===== config.mk =====
export PLATFORM = sky130hd
export DESIGN_NAME = axi_config_init
export DESIGN_NICKNAME = d
export VERILOG_FILES = /design/src/rtl/axi_config_pkg.sv /design/src/rtl/axi_config_init.sv
export SDC_FILE = /design/constraint.sdc
export NUM_CORES = 1
export LEC_CHECK = 0
export CORE_AREA = 2 2 117 119
export DETAILED_ROUTE_END_ITERATION = 10
export DIE_AREA = 0 0 119 121
export GPL_TIMING_DRIVEN = 0
export PLACE_DENSITY = 0.71
export SYNTH_ARGS = -nofsm -noshare
export SYNTH_HDL_FRONTEND = slang
export SYNTH_SLANG_ARGS = --single-unit

===== constraint.sdc =====
create_clock -name clk -period 4.61 [get_ports clk]
set_clock_uncertainty 0.15 [all_clocks]
set_input_delay 0.461 -clock clk [delete_from_list [all_inputs] [get_ports clk]]
set_output_delay 0.461 -clock clk [all_outputs]
set_load 0.02 [all_outputs]

===== src/rtl/axi_config_pkg.sv =====
// Shared AXI constants and the sequencer state type for axi_config_init.
package axi_config_pkg;

  localparam logic [1:0] AXI_RESP_OKAY   = 2'b00;
  localparam logic [1:0] AXI_RESP_EXOKAY = 2'b01;
  localparam logic [1:0] AXI_RESP_SLVERR = 2'b10;
  localparam logic [1:0] AXI_RESP_DECERR = 2'b11;

  localparam logic [1:0] AXI_BURST_FIXED = 2'b00;
  localparam logic [1:0] AXI_BURST_INCR  = 2'b01;
  localparam logic [1:0] AXI_BURST_WRAP  = 2'b10;

  typedef enum logic [2:0] {
    ST_IDLE  = 3'd0,
    ST_LOAD  = 3'd1,
    ST_WRITE = 3'd2,
    ST_RESP  = 3'd3,
    ST_READ  = 3'd4,
    ST_RDATA = 3'd5
  } state_t;

endpackage


===== src/rtl/axi_config_init.sv =====
// axi_config_init: walks an externally supplied table of (addr, data, strb)
// entries and issues one single-beat AXI4 write per entry, stopping on the
// first non-OKAY response. Defining AXI_CONFIG_INIT_VERIFY_EN adds a
// read-back of every entry, compared under its byte strobes.
//
// Handshake: every channel transfers on a cycle where valid && ready are both
// high at the rising clock edge; a raised valid and its payload are held
// unchanged until that transfer, and valid never depends on ready.
module axi_config_init
  import axi_config_pkg::*;
#(
  parameter int ADDR_WIDTH  = 32,
  parameter int DATA_WIDTH  = 32,
  parameter int STRB_WIDTH  = DATA_WIDTH / 8,
  parameter int ID_WIDTH    = 8,
  parameter int NUM_ENTRIES = 16,
  parameter int IDX_WIDTH   = (NUM_ENTRIES > 1) ? $clog2(NUM_ENTRIES) : 1
) (
  input  logic                  clk,
  input  logic                  rst_n,
  input  logic                  start,
  output logic                  busy,
  output logic                  done,
  output logic                  error,
  output logic [IDX_WIDTH-1:0]  err_idx,
  output logic [IDX_WIDTH-1:0]  tbl_idx,
  input  logic [ADDR_WIDTH-1:0] tbl_addr,
  input  logic [DATA_WIDTH-1:0] tbl_data,
  input  logic [STRB_WIDTH-1:0] tbl_strb,
  output logic [ID_WIDTH-1:0]   m_axi_awid,
  output logic [ADDR_WIDTH-1:0] m_axi_awaddr,
  output logic [7:0]            m_axi_awlen,
  output logic [2:0]            m_axi_awsize,
  output logic [1:0]            m_axi_awburst,
  output logic [2:0]            m_axi_awprot,
  output logic                  m_axi_awvalid,
  input  logic                  m_axi_awready,
  output logic [DATA_WIDTH-1:0] m_axi_wdata,
  output logic [STRB_WIDTH-1:0] m_axi_wstrb,
  output logic                  m_axi_wlast,
  output logic                  m_axi_wvalid,
  input  logic                  m_axi_wready,
  input  logic [ID_WIDTH-1:0]   m_axi_bid,
  input  logic [1:0]            m_axi_bresp,
  input  logic                  m_axi_bvalid,
  output logic                  m_axi_bready,
  output logic [ID_WIDTH-1:0]   m_axi_arid,
  output logic [ADDR_WIDTH-1:0] m_axi_araddr,
  output logic [7:0]            m_axi_arlen,
  output logic [2:0]            m_axi_arsize,
  output logic [1:0]            m_axi_arburst,
  output logic [2:0]            m_axi_arprot,
  output logic                  m_axi_arvalid,
  input  logic                  m_axi_arready,
  input  logic [ID_WIDTH-1:0]   m_axi_rid,
  input  logic [DATA_WIDTH-1:0] m_axi_rdata,
  input  logic [1:0]            m_axi_rresp,
  input  logic                  m_axi_rlast,
  input  logic                  m_axi_rvalid,
  output logic                  m_axi_rready,
  output state_t                dbg_state_o
);

  localparam logic [2:0]           AXI_SIZE = 3'($clog2(STRB_WIDTH));
  localparam logic [IDX_WIDTH-1:0] LAST_IDX = IDX_WIDTH'(NUM_ENTRIES - 1);

  state_t                state_q;
  logic [IDX_WIDTH-1:0]  idx_q;
  logic [IDX_WIDTH-1:0]  err_idx_q;
  logic                  busy_q;
  logic                  done_q;
  logic                  error_q;
  logic [ADDR_WIDTH-1:0] addr_q;
  logic [DATA_WIDTH-1:0] data_q;
  logic [STRB_WIDTH-1:0] strb_q;
  logic                  awvalid_q;
  logic                  wvalid_q;
  logic                  bready_q;

`ifdef AXI_CONFIG_INIT_VERIFY_EN
  logic arvalid_q;
  logic rready_q;

  // Expand write strobes into a bit mask over the data bus.
  function automatic logic [DATA_WIDTH-1:0] byte_mask(input logic [STRB_WIDTH-1:0] s);
    logic [DATA_WIDTH-1:0] m;
    m = '0;
    for (int i = 0; i < STRB_WIDTH; i++) m[i*8 +: 8] = {8{s[i]}};
    return m;
  endfunction
`endif

  // Sequencer: one pass over the table, one write (plus optional read) per entry.
  always_ff @(posedge clk or negedge rst_n) begin
    if (!rst_n) begin
      state_q   <= ST_IDLE;
      idx_q     <= '0;
      err_idx_q <= '0;
      busy_q    <= 1'b0;
      done_q    <= 1'b0;
      error_q   <= 1'b0;
      addr_q    <= '0;
      data_q    <= '0;
      strb_q    <= '0;
      awvalid_q <= 1'b0;
      wvalid_q  <= 1'b0;
      bready_q  <= 1'b0;
`ifdef AXI_CONFIG_INIT_VERIFY_EN
      arvalid_q <= 1'b0;
      rready_q  <= 1'b0;
`endif
    end else begin
      case (state_q)
        ST_IDLE: begin
          if (start) begin
            idx_q     <= '0;
            err_idx_q <= '0;
            busy_q    <= 1'b1;
            done_q    <= 1'b0;
            error_q   <= 1'b0;
            state_q   <= ST_LOAD;
          end
        end
        ST_LOAD: begin
          addr_q    <= tbl_addr;
          data_q    <= tbl_data;
          strb_q    <= tbl_strb;
          awvalid_q <= 1'b1;
          wvalid_q  <= 1'b1;
          state_q   <= ST_WRITE;
        end
        ST_WRITE: begin
          // AW and W retire independently; leave once neither is outstanding.
          if (m_axi_awready) awvalid_q <= 1'b0;
          if (m_axi_wready)  wvalid_q  <= 1'b0;
          if ((!awvalid_q || m_axi_awready) && (!wvalid_q || m_axi_wready)) begin
            bready_q <= 1'b1;
            state_q  <= ST_RESP;
          end
        end
        ST_RESP: begin
          if (m_axi_bvalid) begin
            bready_q <= 1'b0;
            if (m_axi_bresp != AXI_RESP_OKAY) begin
              error_q   <= 1'b1;
              err_idx_q <= idx_q;
              busy_q    <= 1'b0;
              done_q    <= 1'b1;
              state_q   <= ST_IDLE;
            end else begin
`ifdef AXI_CONFIG_INIT_VERIFY_EN
              arvalid_q <= 1'b1;
              state_q   <= ST_READ;
`else
              if (idx_q == LAST_IDX) begin
                busy_q  <= 1'b0;
                done_q  <= 1'b1;
                state_q <= ST_IDLE;
              end else begin
                idx_q   <= idx_q + IDX_WIDTH'(1);
                state_q <= ST_LOAD;
              end
`endif
            end
          end
        end
`ifdef AXI_CONFIG_INIT_VERIFY_EN
        ST_READ: begin
          if (m_axi_arready) begin
            arvalid_q <= 1'b0;
            rready_q  <= 1'b1;
            state_q   <= ST_RDATA;
          end
        end
        ST_RDATA: begin
          if (m_axi_rvalid) begin
            rready_q <= 1'b0;
            if ((m_axi_rresp != AXI_RESP_OKAY) ||
                (((m_axi_rdata ^ data_q) & byte_mask(strb_q)) != '0)) begin
              error_q   <= 1'b1;
              err_idx_q <= idx_q;
              busy_q    <= 1'b0;
              done_q    <= 1'b1;
              state_q   <= ST_IDLE;
            end else if (idx_q == LAST_IDX) begin
              busy_q  <= 1'b0;
              done_q  <= 1'b1;
              state_q <= ST_IDLE;
            end else begin
              idx_q   <= idx_q + IDX_WIDTH'(1);
              state_q <= ST_LOAD;
            end
          end
        end
`endif
        default: state_q <= ST_IDLE;
      endcase
    end
  end

  assign busy        = busy_q;
  assign done        = done_q;
  assign error       = error_q;
  assign err_idx     = err_idx_q;
  assign tbl_idx     = idx_q;
  assign dbg_state_o = state_q;

  assign m_axi_awid    = '0;
  assign m_axi_awaddr  = addr_q;
  assign m_axi_awlen   = 8'd0;
  assign m_axi_awsize  = AXI_SIZE;
  assign m_axi_awburst = AXI_BURST_INCR;
  assign m_axi_awprot  = 3'd0;
  assign m_axi_awvalid = awvalid_q;
  assign m_axi_wdata   = data_q;
  assign m_axi_wstrb   = strb_q;
  assign m_axi_wlast   = 1'b1;
  assign m_axi_wvalid  = wvalid_q;
  assign m_axi_bready  = bready_q;

`ifdef AXI_CONFIG_INIT_VERIFY_EN
  assign m_axi_arid    = '0;
  assign m_axi_araddr  = addr_q;
  assign m_axi_arlen   = 8'd0;
  assign m_axi_arsize  = AXI_SIZE;
  assign m_axi_arburst = AXI_BURST_INCR;
  assign m_axi_arprot  = 3'd0;
  assign m_axi_arvalid = arvalid_q;
  assign m_axi_rready  = rready_q;

  logic unused_inputs;
  assign unused_inputs = ^{m_axi_bid, m_axi_rid, m_axi_rlast};
`else
  assign m_axi_arid    = '0;
  assign m_axi_araddr  = '0;
  assign m_axi_arlen   = 8'd0;
  assign m_axi_arsize  = 3'd0;
  assign m_axi_arburst = 2'd0;
  assign m_axi_arprot  = 3'd0;
  assign m_axi_arvalid = 1'b0;
  assign m_axi_rready  = 1'b0;

  // Read channel and response IDs have no consumer without read-back.
  logic unused_inputs;
  assign unused_inputs = ^{m_axi_bid, m_axi_rid, m_axi_rlast, m_axi_arready,
                           m_axi_rdata, m_axi_rresp, m_axi_rvalid};
`endif

endmodule

==> results.txt, run 1 <==
The startpoint of the most critical setup path was tbl_idx[3]$_DFFE_PN0P_. After clock tree synthesis, the clock-pin slew on the worst setup and hold paths is 0.06 ns. In this run, synthesis inferred 0 flip-flops with an integrated enable.

The tools report the final instance count without filler cells as 739. The tools report the worst reg2reg path startpoint as dbg_state_o[1]$_DFFE_PN0P_. The H-tree was split into 3 levels. The worst relative slew slack is 0.638, and the detailed router's first-iteration violation count is 77.

The final period utilization was 0.446. The capture point of the worst reg-to-reg path is m_axi_wstrb[3]$_DFFE_PN0P_. The buffer depth of the longest clock path was 2; the horizontal die dimension was 119 um. Broken down by cell family, the worst path's largest delay share belongs to buffers and inverters.

Yosys mapped the design onto 35 distinct sky130hd cell types. On the worst path, the slowest cell contributes a delay of 0.66 ns. For the worst setup path, the data arrival time is 1.45 ns. Number of clock sinks seen by CTS: 84. The first detailed-routing pass took 4 iterations. The first global-routing pass estimated 14500 um of wire.

The library cell with the largest summed area after synthesis is sky130_fd_sc_hd__dfrtp_1. In the final design database the tool counted 692 nets. The startpoint kind of the worst setup timing path was a flop. Following the worst setup path forward leads to its endpoint at tbl_idx[3]. Total global routing track utilization: 0.129. The tools report the initial core utilization as 0.303. In the final routed layout, each cell accounts on average for 12.3 um. The count of boundary I/O pins was 297; the layout cell share with drive strength beyond 1 was 0.325. The fraction of registers with async set or reset after synthesis works out to 1.00. The run finished with clean final reports.

Traced cell by cell, the critical path runs through clkdlybuf4s50_1. The count of state elements after synthesis is 84. The smallest clock period supported by the final layout is computed as 2.06 ns. The tools report the area of the die as 0.0144 mm2. The post-synthesis area per instance was 13.0 um2; the total power density per cell area was 650 mW/mm2. At the pin with the least slew margin, the transition time is 0.542 ns. The final max-slew violation count came out at 0. Fraction of synthesized cell area taken by the top area cell type: 0.531. The later pin in the worst-skew pair is clocked with a latency of 0.33 ns.

Global routing finished with a remaining overflow of 0. Relative to the synthesized area, the layout overhead comes to 62.1%. The total wire length was 9090 um. The worst setup path category is reg2out. In this run the worst path has a maximum fanout of 6. The top flip-flop cell by instance count after synthesis was sky130_fd_sc_hd__dfrtp_1. The count of cells along the worst register-to-register path was 5; the leakage power was 2.98 nW. The post-cts hold buffer count is 1, and the TritonCTS buffer count is 9. IR analysis of the VDD net gives a maximum drop of 0.000289 V.

The HPWL after detailed placement is 7160 um, and the count of max-cap constraint violations is 0. Row generation in the floorplan step produced 42 rows. STA puts the critical path data required time at 4.00 ns.

The count of final setup violators was 0. The run gives 0 as the number of antenna-violating nets in the routed design. For this run, design rule violations remaining after detail routing come to 0. Number of gates resized after cts: 0.

Buffers added to address setup during post-CTS repair amount to 0. After detailed routing, the number of vias per cell comes to 3.90. Setup repair after global routing left no endpoint under its margin. The tools report the global placer's final weighted congestion as 0.758.

The critical path buffer and inverter count came out at 1. The slowest stage of the critical path belongs to the cell sky130_fd_sc_hd__clkdlybuf4s50_1. Counting tap cells, the placed design contains a total of 722 instances. The tightest min-delay check is of the reg2reg type. The via count of the first global-routing pass was 2865.

After technology mapping, the gate count stands at 304. The run gives 486 MHz as the achievable clock frequency. After synthesis, the cell types taking the most area are sky130_fd_sc_hd__dfrtp_1 53%, sky130_fd_sc_hd__mux2_2 20%, sky130_fd_sc_hd__buf_4 16%.

The tree is rooted in a sky130_fd_sc_hd__clkbuf_16. TritonCTS built the clock tree. The core region is 0.0131 mm2. The commonest cells after synthesis are 84 x sky130_fd_sc_hd__buf_4, 84 x sky130_fd_sc_hd__dfrtp_1, 69 x sky130_fd_sc_hd__mux2_2, 7 x sky130_fd_sc_hd__buf_2.

The synthesized netlist occupies a cell area of 0.00396 mm2. Entering global routing, the biggest net connects 45 pins. The diode insertion count for antenna repair is 0. The setup check on the worst reg-to-reg path leaves a slack of 2.61 ns. The number of logic stages on the critical path including buffering works out to 1. Setup slack on the critical path of the routed design comes to 2.55 ns. The count of buffers added on input and output ports is 159.

OpenSTA, run right after detailed placement, puts the worst setup slack at 2.52 ns. The fraction of the yosys area taken by sequential cells was 0.531. The logs give 0 for the number of warnings issued by yosys and 0 for the initial antenna violation count.

The height of the chip is 121 um, and the routed via count is 2885. The number of hold-slack violations in the final timing report is 0. STA classifies the critical path endpoint as a primary output.
registers in the layout (all words and copies together) (netlist names), 2 cells and up:
signal	cells
err_idx	4
m_axi_wdata	32
tbl_idx	4
dbg_state_o	2
m_axi_awaddr	32
m_axi_wstrb	4
metal layers:
| metal | vias up | GRT usage | part of all wire |
|---|---|---|---|
| met5 | - | 0 | 0 |
| met1 | 1340 | 0.152 | 0.40 |
| li1 | 1378 | - | - |
| met3 | 12 | 0.0465 | 0.098 |
| met2 | 155 | 0.209 | 0.48 |
| met4 | 0 | 0.0625 | 0.019 |
worst min-delay path by stage:
stage                                 start                      endpoint  cells after the start
2_1_floorplan                         rst_n              busy$_DFFE_PN0P_                      0
3_3_place_gp              error$_DFFE_PN0P_             error$_DFFE_PN0P_                      1
3_5_place_dp                          rst_n        tbl_idx[0]$_DFFE_PN0P_                      1
4_1_cts                    busy$_DFFE_PN0P_              busy$_DFFE_PN0P_                      1
5_1_grt        m_axi_awaddr[30]$_DFFE_PN0P_  m_axi_awaddr[30]$_DFFE_PN0P_                      1
6_report                   busy$_DFFE_PN0P_              busy$_DFFE_PN0P_                      1
cell type report:
type                            instances  area [um2]
Fill cell                            1156        6670
Sequential cell                        84        2100
Timing Repair Buffer                  161        1620
Multi-Input combinational cell        206        1470
Buffer                                 93         681
Clock buffer                           11         253
Tap cell                              176         220
Clock inverter                          5        60.1
Inverter                                3        11.3
per-stage QoR:
| stage | setup TNS [ns] | power (W) | utilization | hold slack (ns) | cell area, um2 |
|---|---|---|---|---|---|
| final | 0 | 0.00417 | 0.491 | 0.346 | 6420 |
| after floorplan | 0 | 0.00251 | - | 0.0154 | 4270 |
| after detailed placement | 0 | 0.00347 | 0.466 | 0.338 | 6100 |
| after CTS | 0 | 0.00424 | 0.491 | 0.354 | 6420 |
| after global placement | -11.38 | 0.00341 | 0.465 | 0.320 | 6080 |
| after global routing | 0 | 0.00442 | 0.491 | 0.375 | 6420 |
cell usage in the layout, fill, tap and decap left out, types with 2 or more instances in the layout:
| cell type | synthesis | final |
|---|---|---|
| sky130_fd_sc_hd__a21o_1 | 2 | 2 |
| sky130_fd_sc_hd__a21oi_1 | 2 | 2 |
| sky130_fd_sc_hd__a22o_1 | 5 | 5 |
| sky130_fd_sc_hd__a31oi_1 | 2 | 2 |
| sky130_fd_sc_hd__buf_2 | 7 | 7 |
| sky130_fd_sc_hd__buf_4 | 84 | 85 |
| sky130_fd_sc_hd__clkbuf_16 | 0 | 9 |
| sky130_fd_sc_hd__clkbuf_8 | 0 | 2 |
| sky130_fd_sc_hd__clkdlybuf4s50_1 | 0 | 158 |
| sky130_fd_sc_hd__clkinv_4 | 0 | 2 |
| sky130_fd_sc_hd__conb_1 | 2 | 84 |
| sky130_fd_sc_hd__dfrtp_1 | 84 | 84 |
| sky130_fd_sc_hd__ha_1 | 5 | 5 |
| sky130_fd_sc_hd__inv_1 | 3 | 3 |
| sky130_fd_sc_hd__mux2_2 | 69 | 69 |
| sky130_fd_sc_hd__nand2_1 | 3 | 3 |
| sky130_fd_sc_hd__nand2b_1 | 4 | 4 |
| sky130_fd_sc_hd__nand3_1 | 3 | 3 |
| sky130_fd_sc_hd__nor2_1 | 5 | 5 |
| sky130_fd_sc_hd__nor2_2 | 2 | 2 |
| sky130_fd_sc_hd__o21ai_0 | 4 | 4 |
cell families after synthesis:
group,synth area share
compound gates,0.0423
simple gates,0.0329
buf+inv,0.175
fa+ha+maj,0.0158
other cells,0.00190
mux,0.202
flops,0.531
where the power goes:
part	total, W	leakage [nW]	internal, W	switching [W]
clock network	0.000738	0.152	0.000450	0.000288
registers	0.00127	1.00	0.00109	0.000185
logic	0.00216	1.83	0.00114	0.00102
No activity file was read; power rests on OpenSTA's default activity.
==> run 2, diff against run 1 <==
--- a/config.mk
+++ b/config.mk
@@ -5,11 +5,12 @@
 export SDC_FILE = /design/constraint.sdc
 export NUM_CORES = 1
 export LEC_CHECK = 0
-export CORE_AREA = 2 2 117 119
+export CORE_ASPECT_RATIO = 1.5
+export CORE_MARGIN = 2
+export CORE_UTILIZATION = 31
 export DETAILED_ROUTE_END_ITERATION = 10
-export DIE_AREA = 0 0 119 121
 export GPL_TIMING_DRIVEN = 0
-export PLACE_DENSITY = 0.71
+export PLACE_DENSITY = 0.75
 export SYNTH_ARGS = -nofsm -noshare
 export SYNTH_HDL_FRONTEND = slang
 export SYNTH_SLANG_ARGS = --single-unit
==> constraint.sdc (replaced) <==
create_clock -name clk -period 1.75 [get_ports clk]
set_clock_uncertainty 0.15 [all_clocks]
set_input_delay 0.175 -clock clk [delete_from_list [all_inputs] [get_ports clk]]
set_output_delay 0.175 -clock clk [all_outputs]
set_load 0.02 [all_outputs]
==> run 2 against run 1 <==
Against the previous run:
- clock power increased to 2.6 times the previous value
- worst setup slack got worse by 2.5 ns
- register-to-register slack got worse by 2.6 ns
- count of clock-buffer cells in the layout decreased by 1
- final area increased by 0.37%
- non-clock buffer count unchanged
- total power increased to 2.7 times the previous value
- combinational power increased to 2.7 times the previous value
- largest power group unchanged
==> results.txt, run 2 (synthesis gave the netlist of run 1 again) <==
The total power density per cell area is 1730 mW/mm2, and the count of boundary I/O pins is 297. For the finished layout, the period the worst path requires is 1.72 ns. The final period utilization was 0.980; the clock insertion delay at the later pin of the skew report was 0.32 ns.

At the worst endpoint, the required time is 1.81 ns. For this block, the routed nets add up to 9510 um of wire. Setup repair after global routing could not meet its margin everywhere.

The routed via count is 2923, and the global placer's final weighted congestion is 0.790. HPWL after detailed placement: 7730 um. The tools report the fraction of met2 tracks used by global routing as 0.271. The run finished with clean final reports.

CTS built an H-tree with a depth of 3. The tools report the root buffer cell as sky130_fd_sc_hd__clkbuf_16. The worst relative slew slack came out at 0.649. For the final max-slew violation count, the log shows 0. The min-delay analysis places its worst path in the category in2async.

The tools report the type of element capturing the critical path as a flop. The library cell used most frequently in the layout, excluding fill and tap cells, is sky130_fd_sc_hd__clkdlybuf4s50_1. The filler cell count is 1092, and the area of the die is 0.0137 mm2. The DRC violation count after routing is 0, and the number of buffers added on ports is 159. The first global-routing pass estimated 14000 um of wire. Of all nets on the critical path, the largest fanout is 5.

Data arrives at the worst endpoint at 1.77 ns. Power comes to 0.0111 W. The worst-case IR drop observed on VDD is 0.000735 V. Layout cell share with drive strength beyond 1: 0.335.

The first detailed-routing pass ran for 4 iterations. The tools report the global-route track usage on met3 as 0.0371. In this run the static leakage power is 3.04 nW. The logs give 0.318 for the initial core utilization and 2 for the buffer depth of the longest clock path. In this run, the number of DRC markers left after iteration 0 of detailed routing was 71. The number of cell rows is 50.

The transition time of the tightest slew-check pin came out at 0.527 ns. Across all hold checks on the routed design, the worst slack comes to 0.216 ns. The worst setup path is of the reg2reg kind.

The met1 global-route usage is 0.118, and the height of the chip is 142 um. The number of antenna diodes in the final layout is 0. In this run the most used layer during global routing was met2. Number of antenna-violating nets in the routed design: 0.

The clock edge transition at the registers on the reported setup and hold paths came out at 0.06 ns. In the routed layout, each cell is associated on average with a via count of 4.08. Cell type of the slowest stage on the worst timing path: sky130_fd_sc_hd__dfrtp_2.

TritonCTS built the clock tree. The logs give 0 for the count of max-cap constraint violations and 583 MHz for the achievable clock frequency. From left edge to right edge, the die measures 96.3 um. After global routing the overflow that remains totals 0. The run gives 0.135 as the total global routing track utilization. Area growth from synthesis to layout: 62.7%. The routed wire length per instance is 13.3 um, and the total placed instance area is 0.00608 mm2. On the worst path, the slowest cell contributes a delay of 0.43 ns. The via count of the first global-routing pass was 2889. In the layout the commonest cells are 154 x sky130_fd_sc_hd__clkdlybuf4s50_1, 93 x sky130_fd_sc_hd__buf_4, 84 x sky130_fd_sc_hd__conb_1, 83 x sky130_fd_sc_hd__dfrtp_1, 69 x sky130_fd_sc_hd__mux2_2. The logs give 692 for the net total in the final layout and 0 for the count of final setup violators.

The logs give 47 for the largest net degree at the start of global routing and 0 for the number of hold-slack violations in the final timing report. The initial antenna violation count is 0. The instance count after placement with tap cells included is 702. The logs give 9 for the TritonCTS buffer count and 0.0124 mm2 for the core box area. STA classifies the critical path startpoint as a flop. The run gives 717 as the final instance count without filler cells. CTS saw 84 sinks.

After routing the design area is 0.00644 mm2. The critical path goes through inv_1, ha_2, a21bo_2, nand3_1, mux2_1.
-- run 2: changes by cell type in the layout (fill, tap and decap cells not counted), sizes merged --
cell and change:
dlymetal6s2s +3, bufinv +1, clkinv -2, buf +1, clkbuf -2, clkdlybuf4s50 -4, dlygate4sd2 +1
-- run 2: routing by layer --
metal | wire (um) | share of wire | vias up
met5 | 0 | 0 | -
met4 | 255 | 0.027 | 0
met3 | 957 | 0.10 | 16
met2 | 5450 | 0.57 | 166
met1 | 2840 | 0.30 | 1377
li1 | - | - | 1364
-- run 2: worst max-delay path, delay by kind of cell (launching register included) --
family	cells	cell delay, ns
DFF	1	0.43
AOI/OAI and AO/OA	1	0.24
buffers and inverters	1	0.11
and+or+nand+nor	1	0.12
adders and majority gates	1	0.22
muxes	1	0.34
-- run 2: path summary, 6_finish.rpt --
path	cells after the start	slack, ns	start	to
max	5	0.03	dbg_state_o[0]$_DFFE_PN0P_	dbg_state_o[1]$_DFFE_PN0P_
min	2	0.22	rst_n	m_axi_wdata[2]$_DFFE_PN0P_
max reg2reg	5	0.03	dbg_state_o[0]$_DFFE_PN0P_	dbg_state_o[1]$_DFFE_PN0P_
min reg2reg	1	0.34	error$_DFFE_PN0P_	error$_DFFE_PN0P_
max in group asynchronous	3	0.63	rst_n	m_axi_awaddr[0]$_DFFE_PN0P_
min in group clk	2	0.31	tbl_addr[11]	m_axi_awaddr[11]$_DFFE_PN0P_
-- run 2: area by class of cell --
cell class / instances / area, um2 / share of cell area
buffer: 92 / 694 / 0.108
clock buffer: 10 / 229 / 0.0355
clock inverter: 4 / 76.3 / 0.0118
inverter: 3 / 11.3 / 0.00175
multi-input combinational: 206 / 1490 / 0.232
sequential: 84 / 2100 / 0.326
tap: 156 / 195 / 0.0303
timing repair buffer: 162 / 1640 / 0.255
-- run 2: repair_timing --
action                                  in CTS  in global routing
pin swaps                                    0                  1
hold buffers                                 1                  0
endpoints found under the hold margin       38                  0
endpoints found under the setup margin      75                 37
resized for setup                           10                  7
cloned                                       0                  0
buffers inserted                             1                  0
-- run 2: metrics by stage --
step	TNS, ns	setup WS (ns)	util
6_report	0	0.0341	0.518
5_1_grt	-0.659	-0.0423	0.518
4_1_cts	0	0.00479	0.516
3_5_place_dp	-17.67	-0.337	0.488
3_3_place_gp	-233.79	-2.90	0.486
2_1_floorplan	0	0.0185	-
-- run 2: where the power goes --
part,leakage (nW),total (W),switching [W],internal (W)
clock network,0.145,0.00195,0.000712,0.00124
logic,1.90,0.00584,0.00274,0.00310
registers,0.999,0.00335,0.000484,0.00287
==> run 3, diff against run 2 <==
--- a/config.mk
+++ b/config.mk
@@ -5,12 +5,13 @@
 export SDC_FILE = /design/constraint.sdc
 export NUM_CORES = 1
 export LEC_CHECK = 0
-export CORE_ASPECT_RATIO = 1.5
-export CORE_MARGIN = 2
-export CORE_UTILIZATION = 31
+export ABC_AREA = 1
+export CORE_AREA = 2 2 114 116
 export DETAILED_ROUTE_END_ITERATION = 10
+export DIE_AREA = 0 0 116 118
+export DONT_BUFFER_PORTS = 1
 export GPL_TIMING_DRIVEN = 0
-export PLACE_DENSITY = 0.75
+export PLACE_DENSITY = 0.49
 export SYNTH_ARGS = -nofsm -noshare
 export SYNTH_HDL_FRONTEND = slang
 export SYNTH_SLANG_ARGS = --single-unit
==> run 3 against run 2 <==
Against the previous run:
- the flow now finishes with violations (negative hold slack)
- synthesized cell count up 17%
- fmax increased by 1.3%
- count of clock-buffer cells in the layout is the same
- combinational power is 36% lower
- final cell count is 2.4% lower
- non-clock buffer count decreased by 88
- die area decreased by 0.19%
- largest power group is now sequential cells
- sequential power increased by 42%
- final area shrank 7.3%
- first-iteration DRC count increased by 59%
==> results.txt, run 3 <==
The run finished, with violations left. The final reports fail on negative hold slack. Summing all multi-input logic gate instances after layout gives 0.00182 mm2. The startpoint identified for the worst register-to-register timing path is dbg_state_o[1]$_DFFE_PN0P_. For this design, the sink count on the clock tree is 84. The classification of the worst-slack hold path was in2async. From synthesis to final layout, the design area changed by 35.2%.

Detailed placement ended at an HPWL of 6480 um. The wire length on met2 was 4610 um. The synthesized design spends more area on one cell type than any other, namely sky130_fd_sc_hd__dfrtp_1.

In this run, distinct cell masters in the synthesized netlist total 20. The met1 wire length was 3750 um. Entering global routing, the biggest net connects 85 pins.

The final period utilization came out at 0.968. At the placement stage, the worst setup path has a slack of -0.0112 ns. Dividing the detail-routed via count by the number of cells gives 3.90. The global placer's final weighted congestion is 0.774, and the layout cell share with drive strength beyond 1 is 0.366. The TritonCTS buffer count is 9, and the worst IR drop on VDD is 0.000792 V. The initial core utilization is 0.356, and the total power after layout is 0.0104 W.

The logs give 0 for the final max-slew violation count and 3.09 nW for the leakage power. Dividing the synthesized area by the synthesized cell count gives 12.4 um2. Setup violations remaining at the end of the flow were counted as 0. The critical path is of the reg2reg type.

After detailed routing, the number of remaining DRC violations is 0. Data required time of the critical path: 1.81 ns. The clock period minus final worst setup slack was 1.69 ns; the instance count after placement with tap cells included was 611.

For the count of boundary I/O pins, the log shows 297. For the total global routing track utilization, the log shows 0.133. The run gives 84 as the number of hold-slack violations in the final timing report. By count the netlist is led by 84 x sky130_fd_sc_hd__buf_4, 84 x sky130_fd_sc_hd__dfrtp_1, 68 x sky130_fd_sc_hd__mux2_4, 53 x sky130_fd_sc_hd__nand2_1, 16 x sky130_fd_sc_hd__inv_1. Setup slack on the worst reg-to-reg path comes out at 0.06 ns. The via count of the first global-routing pass was 2677; the mapped cell area was 0.00442 mm2. The kind of cell with the highest combined delay on the critical path was flip-flops. The cell count after synthesis came out at 357. The library cell appearing most often on the critical path was sky130_fd_sc_hd__buf_6. For the worst-skew pair, the clock arrives at the later sink with an insertion delay of 0.33 ns. Among all stages on the critical path, the largest delay is contributed by sky130_fd_sc_hd__dfrtp_2. The number of cell rows was 41.

The number of warnings issued by yosys was 0; the critical path buffer and inverter count was 3. Wires add up to 9360 um. Summed over all layers, the global routing overflow is 0.

Input and output buffers added on the ports amount to 0. The die covers 0.0137 mm2. The signal on the critical path passes through inv_1, ha_1, buf_6, buf_6, mux2_4.

In this run, the number of DRC markers left after iteration 0 of detailed routing was 113. The highest cell delay on the worst timing path is 0.48 ns, and the global-route wire length before repair is 14100 um. The region available for standard cell placement spans 0.0124 mm2.

The routed wire length per instance is 13.4 um. The tools report the root buffer cell as sky130_fd_sc_hd__clkbuf_16. The initial antenna violation count is 0, and the count of max-cap constraint violations is 0. The highest net fanout along the worst path is 10. The final instance count without filler cells was 700; the post-cts hold buffer count was 73. In this run the worst setup path begins at dbg_state_o[1]$_DFFE_PN0P_.

The tools report the routed via count as 2732. Setup slack closes at 0.0565 ns. The fraction of the yosys area taken by sequential cells was 0.476; the count of cells along the worst register-to-register path was 5. The height of the chip was 118 um. Termination of the worst setup path: m_axi_awaddr[30]$_DFFE_PN0P_. The logs give 856 um for the sum of met3 wire segment lengths after detailed routing and 0 for the number of antenna-violating nets in the routed design.

0 antenna diodes ended up in the layout. The tools report the final non-filler cell area as 0.00597 mm2. Summing all placed instances gives a cell area of 0.00494 mm2. The achievable clock frequency was 590 MHz. Ranked by total cell area, the synthesized netlist is headed by sky130_fd_sc_hd__dfrtp_1 48%, sky130_fd_sc_hd__mux2_4 23%, sky130_fd_sc_hd__buf_4 14%.

Setup repair after global routing could not meet its margin everywhere. The tools report the filler cell count as 1114. In the layout the commonest cells are 84 x sky130_fd_sc_hd__buf_4, 84 x sky130_fd_sc_hd__conb_1, 82 x sky130_fd_sc_hd__dfrtp_1, 73 x sky130_fd_sc_hd__dlygate4sd3_1, 68 x sky130_fd_sc_hd__mux2_4. The clock edge transition at the registers on the reported setup and hold paths was 0.06 ns; the first-pass iteration count of the detailed router was 4.

The type of element capturing the critical path was a flop. For the post-route worst hold slack, the log shows -0.617 ns. The arrival time of the worst setup path was 1.75 ns; the sequential standard cell area was 0.00210 mm2.

The fraction of registers with async set or reset after synthesis is 1.00, and the H-tree depth reported by CTS is 3. The worst setup path is launched from a flop. The horizontal die dimension was 116 um.

The most used flip-flop cell after synthesis is sky130_fd_sc_hd__dfrtp_1. The synthesized design contains 0 enable-type register cells. The net count of the finished layout is 657. The run gives 2 as the buffer depth of the longest clock path. The number of logic stages on the critical path including buffering was 5; the total power density per cell area was 1740 mW/mm2. In this run the critical register-to-register path is captured at m_axi_awaddr[30]$_DFFE_PN0P_.

The count of state elements after synthesis is 84, and the fraction of synthesized cell area taken by the top area cell type is 0.476. TritonCTS built the clock tree. Routed signal wires occupy layers up through met4.
run 3: cell count changes in the layout (fill, tap and decap cells not counted), sizes merged, moves of 5 or more:
cell and change:
clkdlybuf4s50 -154, inv +16, nand3 +7, a22o -5
nand2 +59, dlygate4sd3 +72
run 3: kinds of logic (layout without fill, tap and decap cells):
family	Yosys count	count (layout)	synth area share
buffers and inverters	112	201	0.182
and+or+nand+nor	83	83	0.0907
AOI/OAI and AO/OA	3	3	0.00397
other	2	84	0.00170
adders and majority gates	5	5	0.0142
DFF	84	84	0.476
muxes	68	68	0.231
run 3: metal layers:
layer,up-vias,GRT usage
met1,1273,0.161
li1,1311,-
met5,-,0
met2,137,0.220
met3,11,0.0376
met4,0,0.0536
run 3: cell type report:
class,count,share of cell area
Tap cell,172,0.0360
Buffer,93,0.123
Inverter,19,0.0124
Multi-Input combinational cell,243,0.304
Clock inverter,6,0.0109
Timing Repair Buffer,73,0.122
Sequential cell,84,0.352
Clock buffer,10,0.0383
run 3: report_power, final:
| group | total, W | switching (W) | internal [W] |
|---|---|---|---|
| clock network | 0.00187 | 0.000761 | 0.00111 |
| registers | 0.00477 | 0.00190 | 0.00288 |
| logic | 0.00375 | 0.00149 | 0.00227 |
run 3: metrics by stage:
stage	TNS, ns	utilization	hold WS, ns
final	0	0.481	-0.617
after global routing	-0.122	0.481	-0.639
after CTS	0	0.481	-0.634
after detailed placement	-0.0418	0.398	-0.269
after global placement	0	0.398	-0.269
after floorplan	0	-	-0.271
run 3: worst min path at each step:
| stage | endpoint | slack [ns] |
|---|---|---|
| after CTS | m_axi_wstrb[1]$_DFFE_PN0P_ | -0.63 |
| final | m_axi_wdata[5]$_DFFE_PN0P_ | -0.62 |
| after global placement | m_axi_wdata[6]$_DFFE_PN0P_ | -0.27 |
| after floorplan | busy$_DFFE_PN0P_ | -0.27 |
| after detailed placement | m_axi_wdata[5]$_DFFE_PN0P_ | -0.27 |
| after global routing | m_axi_wdata[5]$_DFFE_PN0P_ | -0.64 |
run 3: what timing repair did:
| action | CTS | global route |
|---|---|---|
| buffers inserted | 0 | 0 |
| hold endpoints to repair | 157 | 84 |
| pin swaps | 0 | 0 |
| endpoints found under the setup margin | 28 | 22 |
| resized for setup | 2 | 1 |
